$ cat config.mk
export PLATFORM = sky130hd
export DESIGN_NAME = debug_run_ctrl
export DESIGN_NICKNAME = d
export VERILOG_FILES = /design/src/rtl/debug_run_ctrl.sv
export SDC_FILE = /design/constraint.sdc
export NUM_CORES = 1
export LEC_CHECK = 0
export BUFFER_PORTS_ARGS = -buffer_cell sky130_fd_sc_hd__buf_4
export CORE_MARGIN = 2
export CORE_UTILIZATION = 35
export CTS_BUF_LIST = sky130_fd_sc_hd__clkbuf_8
export DETAILED_ROUTE_END_ITERATION = 16
export PLACE_DENSITY = 0.66
export SYNTH_ARGS = -nofsm -noshare
export SYNTH_HDL_FRONTEND = slang
export SYNTH_SLANG_ARGS = --single-unit
$ cat constraint.sdc
create_clock -name clk_i -period 2.7 [get_ports clk_i]
set_clock_uncertainty 0.05 [all_clocks]
set_input_delay 0.135 -clock clk_i [delete_from_list [all_inputs] [get_ports clk_i]]
set_output_delay 0.135 -clock clk_i [all_outputs]
set_load 0.005 [all_outputs]
$ cat src/rtl/debug_run_ctrl.sv
// debug_run_ctrl: run / halt / single-step sequencer for the 5-stage CPU.
//   Generates cpu_en_o, the advance enable for PC and all pipeline registers.
//   Grants the loader access to the instruction and data DRAM write ports
//   only while the core is halted. This block replaces the clk_ld/clk_cpu
//   debug clock mux.
//
// Ports
//   clk_i        CPU clock
//   rst_i        asynchronous reset, active high
//   run_req_i    pulse: enter free-run
//   step_req_i   pulse: run step_cnt_i enabled cycles, then halt
//   halt_req_i   pulse/level: stop the core
//   step_cnt_i   cycle count for step_req_i (a value of 0 runs 1 cycle)
//   bp_en_i      breakpoint enable
//   bp_addr_i    breakpoint PC
//   pc_i         current IF-stage PC
//   ld_req_i     loader requests the DRAM ports
//   cpu_en_o     pipeline advance enable (combinational)
//   ld_gnt_o     loader owns the DRAM ports this cycle (combinational)
//   ld_err_o     1-cycle pulse: ld_req_i was seen while the core was not halted
//   state_o      00 HALT, 01 RUN, 10 STEP
//   bp_hit_o     sticky breakpoint-stop flag
//   cycle_cnt_o  number of cycles with cpu_en_o = 1
//
// Configuration
//   DEBUG_CYCLE_CNT_EN  When defined, the cycle counter is built.
//                       When undefined, cycle_cnt_o is tied to 0.
module debug_run_ctrl #(
  parameter int STEP_W = 16,
  parameter int CNT_W  = 32
) (
  input  logic              clk_i,
  input  logic              rst_i,
  input  logic              run_req_i,
  input  logic              step_req_i,
  input  logic              halt_req_i,
  input  logic [STEP_W-1:0] step_cnt_i,
  input  logic              bp_en_i,
  input  logic [31:0]       bp_addr_i,
  input  logic [31:0]       pc_i,
  input  logic              ld_req_i,
  output logic              cpu_en_o,
  output logic              ld_gnt_o,
  output logic              ld_err_o,
  output logic [1:0]        state_o,
  output logic              bp_hit_o,
  output logic [CNT_W-1:0]  cycle_cnt_o
);

  localparam logic [1:0] ST_HALT = 2'b00;
  localparam logic [1:0] ST_RUN  = 2'b01;
  localparam logic [1:0] ST_STEP = 2'b10;

  logic [1:0]        state_q,  state_d;
  logic [STEP_W-1:0] ctr_q,    ctr_d;
  logic              arm_q,    arm_d;
  logic              bp_hit_q, bp_hit_d;
  logic              ld_err_q, ld_err_d;
  logic              cpu_en;
  logic              bp_stop;

  // arm_q stays low for the first enabled cycle after a run or step starts.
  // This lets the core resume while it sits on the breakpoint address.
  assign bp_stop = bp_en_i & arm_q & (pc_i == bp_addr_i);

  always_comb begin
    state_d  = state_q;
    ctr_d    = ctr_q;
    arm_d    = arm_q;
    bp_hit_d = bp_hit_q;
    cpu_en   = 1'b0;
    case (state_q)
      ST_HALT: begin
        // halt_req_i outranks step_req_i, which outranks run_req_i.
        // A request that loses is dropped.
        if (halt_req_i) begin
          state_d = ST_HALT;
        end else if (step_req_i) begin
          state_d  = ST_STEP;
          ctr_d    = (step_cnt_i == '0) ? STEP_W'(1) : step_cnt_i;
          arm_d    = 1'b0;
          bp_hit_d = 1'b0;
        end else if (run_req_i) begin
          state_d  = ST_RUN;
          arm_d    = 1'b0;
          bp_hit_d = 1'b0;
        end
      end
      ST_RUN, ST_STEP: begin
        // A run or step request in these states does not reload the counter.
        if (halt_req_i) begin
          state_d = ST_HALT;
        end else if (bp_stop) begin
          // Hold the PC at the breakpoint: the pipeline does not advance
          // this cycle.
          state_d  = ST_HALT;
          bp_hit_d = 1'b1;
        end else begin
          cpu_en = 1'b1;
          arm_d  = 1'b1;
          if (state_q == ST_STEP) begin
            ctr_d = ctr_q - STEP_W'(1);
            if (ctr_q <= STEP_W'(1)) state_d = ST_HALT;
          end
        end
      end
      default: state_d = ST_HALT;
    endcase
  end

  assign ld_err_d = ld_req_i & (state_q != ST_HALT);

  always_ff @(posedge clk_i or posedge rst_i) begin
    if (rst_i) begin
      state_q  <= ST_HALT;
      ctr_q    <= '0;
      arm_q    <= 1'b0;
      bp_hit_q <= 1'b0;
      ld_err_q <= 1'b0;
    end else begin
      state_q  <= state_d;
      ctr_q    <= ctr_d;
      arm_q    <= arm_d;
      bp_hit_q <= bp_hit_d;
      ld_err_q <= ld_err_d;
    end
  end

  // The grant also drops in a cycle where a run or step is requested.
  // That keeps the loader from overlapping the first enabled cycle.
  assign ld_gnt_o = ld_req_i & (state_q == ST_HALT) & ~run_req_i & ~step_req_i;
  assign cpu_en_o = cpu_en;
  assign ld_err_o = ld_err_q;
  assign state_o  = state_q;
  assign bp_hit_o = bp_hit_q;

`ifdef DEBUG_CYCLE_CNT_EN
  logic [CNT_W-1:0] cnt_q, cnt_d;

  // The counter wraps naturally; it does not saturate.
  assign cnt_d = cnt_q + CNT_W'(1);

  always_ff @(posedge clk_i or posedge rst_i) begin
    if (rst_i)       cnt_q <= '0;
    else if (cpu_en) cnt_q <= cnt_d;
  end

  assign cycle_cnt_o = cnt_q;
`else
  assign cycle_cnt_o = '0;
`endif

endmodule

==> results.tsv <==
stage	metric	value	unit
sta	fmax	430.9	MHz
clocking	Clock Latency Late Sink	270	ps
critical_path	kind of critical path	register to register	
synth	Post-synth EDFFs	0	
clocking	TritonCTS buffer count	3	
global_route	initial antenna violation count	0	
sta	period utilisation layout	0.8595	
sta	Worst Tran Pin Value	845.6	ps
clocking	Clock Sinks	21	
place	Port Buffer Count	92	
sta	Slew headroom	0.4357	
synth	list of most frequent post-synthesis cells	buf_4, xor2_1, nor2_1, dfrtp_1, nand2_1	
finish	Area Growth Syn to Fin	31.99	%
synth	mean post-synth cell area	8.303	um^2
power	Max VDD drop	437.0	uV
critical_path	R2R Setup Slk	380	ps
floorplanning	Starting Density	0.3639	
critical_path	worst r2r src	state_o[0]	
global_route	GRT Residual Overflow	0	
finish	# diodes	0	
clocking	H-tree depth	1	
critical_path	most numerous cell on the critical path	inv_1	
detailed_routing	vias	2235	
synth	Area contributors post-synth	dfrtp_1, buf_4, xor2_1	
synth	Ys Warns	0	
floorplanning	I/O Pins	125	
detailed_routing	Iter 0 DRT Violations	199	
power	total power	2.330	mW
power	P per Cell Area	814.6	nW/um^2
sta	TNS Setup	0	ps
critical_path	worst path cell trace	inv_1, ha_1, inv_1, nand2_1, and2_1, o41a_1, a221o_1	
finish	Reg area	525.5	um^2
detailed_routing	WL/cell	14.05	um
critical_path	Crit path max-delay family	simple AND/OR/NAND/NOR gates	
synth	post-synthesis cell type with the largest combined area	dfrtp_1	
global_route	largest net degree at the start of global routing	35	
detailed_routing	vias per cell	5.246	
floorplanning	Die Span X	82.69	um
synth	Mapped Area	2167	um^2
global_route	first-pass GRT wire length	9832	um
clocking	hold buffer count at CTS	0	
clocking	clk slew on worst S/H paths	80	ps
floorplanning	die area	6837	um^2
finish	Layout fillers	590	
synth	Cells after Synth	261	
detailed_routing	Antenna Nets Post-Route	0	
synth	most frequent cell after synthesis	buf_4	
detailed_routing	Post-Route WL	5986	um
critical_path	Critical-path top delay cell	ha_1	
place	DP HPWL	4833	um
critical_path	Worst setup SP type	register	
clocking	number of gates resized after CTS	0	
sta	min cycle time layout	2321	ps
critical_path	crit path DAT	2430	ps
synth	Yosys reg bits	21	
detailed_routing	# DRC	0	
run_status	status	finished with violations	
clocking	CTS tree	yes	
global_route	vias in the first global route	2188	
sta	Hold Vio Cnt, Final	21	
clocking	clock root cell	clkbuf_8	
synth	FFs w/ async S/R, synth	1.000	
global_route	gr usage total	0.1843	
synth	Yosys top cell area share	0.2425	
critical_path	RR Endpoint	ctr_q[7]	
worst_hold_path	Min-Delay Path Class	primary input to async pin	
place	RePlAce Congestion	0.9178	
clocking	Post-CTS Setup Repair Bufs	0	
flow_run	max cap viols	0	
synth	top_reg_cell synth	dfrtp_1	
finish	multi-input logic area	1428	um^2
floorplanning	num rows	28	
synth	register area share after synthesis	0.2425	
sta	RSZ-0062 raised after global routing	no	
critical_path	WP data required	2810	ps
sta	max-slew violations	0	
place	Inst Count DP	422	
finish	fin nets	444	
sta	setup violators final	0	
synth	Yosys cell types	56	
floorplanning	height of the chip	82.69	um
detailed_routing	DR pass1 iterations	4	
sta	Fin Hold WS	-13.37	ps
floorplanning	Core ar.	5956	um^2
critical_path	Worst R2R Path Depth	7	
critical_path	CP Capture Type	register	
clocking	Max clock buf depth	2	
critical_path	crit-path max cell delay	420	ps
power	Pleak	1.329	nW
run_status	failing checks	hold timing	
finish	Finished Layout Cells	426	
finish	share of cells above drive strength 1	0.3020	
critical_path	Crit path buffers/inverters	2	
critical_path	crit path max fanout	12	
-- sequential cells by signal, indices dropped and copies added, names as in the netlist --
name      count
arm_q         1
bp_hit_o      1
ctr_q        16
ld_err_o      1
state_o       2
-- through the flow --
step | hold WS, ps | utilization | worst slack (ps) | area [um^2]
after floorplan | 61.53 | - | 672.6 | 2283
after global placement | 317.2 | 0.4725 | 481.8 | 2814
after detailed placement | 321.0 | 0.4725 | 419.3 | 2814
after CTS | 32.66 | 0.4803 | 416.1 | 2860
after global routing | 72.33 | 0.4803 | 222.0 | 2860
final | -13.37 | 0.4803 | 379.5 | 2860
-- logic make-up after synthesis --
group                      synth area share
muxes                              0.004619
buffers and inverters                0.1524
DFF                                  0.2425
and+or+nand+nor                      0.2592
AOI/OAI and AO/OA                    0.1813
other                              0.001730
xor gates and xnor gates             0.1293
adders and majority gates           0.02887
-- layer usage --
metal	up-vias	track usage	part of all wire
met5	-	0	0
met4	0	0.05738	0.011
met3	6	0.02391	0.10
met2	141	0.3306	0.50
met1	1018	0.2279	0.39
li1	1070	-	-
-- cells in the final DEF (no fill, tap or decap), types with 3 or more instances in the layout --
cell      synthesis  routed
and2_1            4       4
nor2_1           22      22
buf_4            33      95
o211ai_1          4       4
xnor2_1           4       4
nand3_1           5       5
nor4_1           15      15
a21oi_1           6       6
nor3_1            9       9
nand2_1          16      16
ha_1              5       5
nand2b_1          4       4
o31a_1            4       4
conb_1            1      32
or4_1             7       7
clkbuf_8          0       3
dfrtp_1          21      21
o21ai_0           3       3
and3_1            3       3
xor2_1           28      28
or3_1             4       4
o21a_1            4       4
inv_1             9       9
-- report_power, final --
group | internal (mW) | switching [mW]
registers | 0.470 | 0.147
logic | 0.673 | 0.826
clock network | 0.103 | 0.111
total | 1.25 | 1.08
-- layout make-up --
type	instances	area share
Timing Repair Buffer	96	0.2563
Clock buffer	3	0.01444
Sequential cell	21	0.1837
Multi-Input combinational cell	221	0.4991
Clock inverter	1	0.001750
Tap cell	75	0.03281
Inverter	9	0.01181
-- worst max path at each step --
stage,slack [ps],cells past startpoint,startpoint,endpoint
after floorplan,670,7,state_o[1],ctr_q[13]
after global placement,480,9,state_o[1],ctr_q[9]
after detailed placement,420,7,state_o[0],ctr_q[7]
after CTS,420,7,state_o[0],ctr_q[7]
after global routing,220,9,state_o[1],ctr_q[9]
final,380,7,state_o[0],ctr_q[7]
Power figures use the tool's default switching activity.
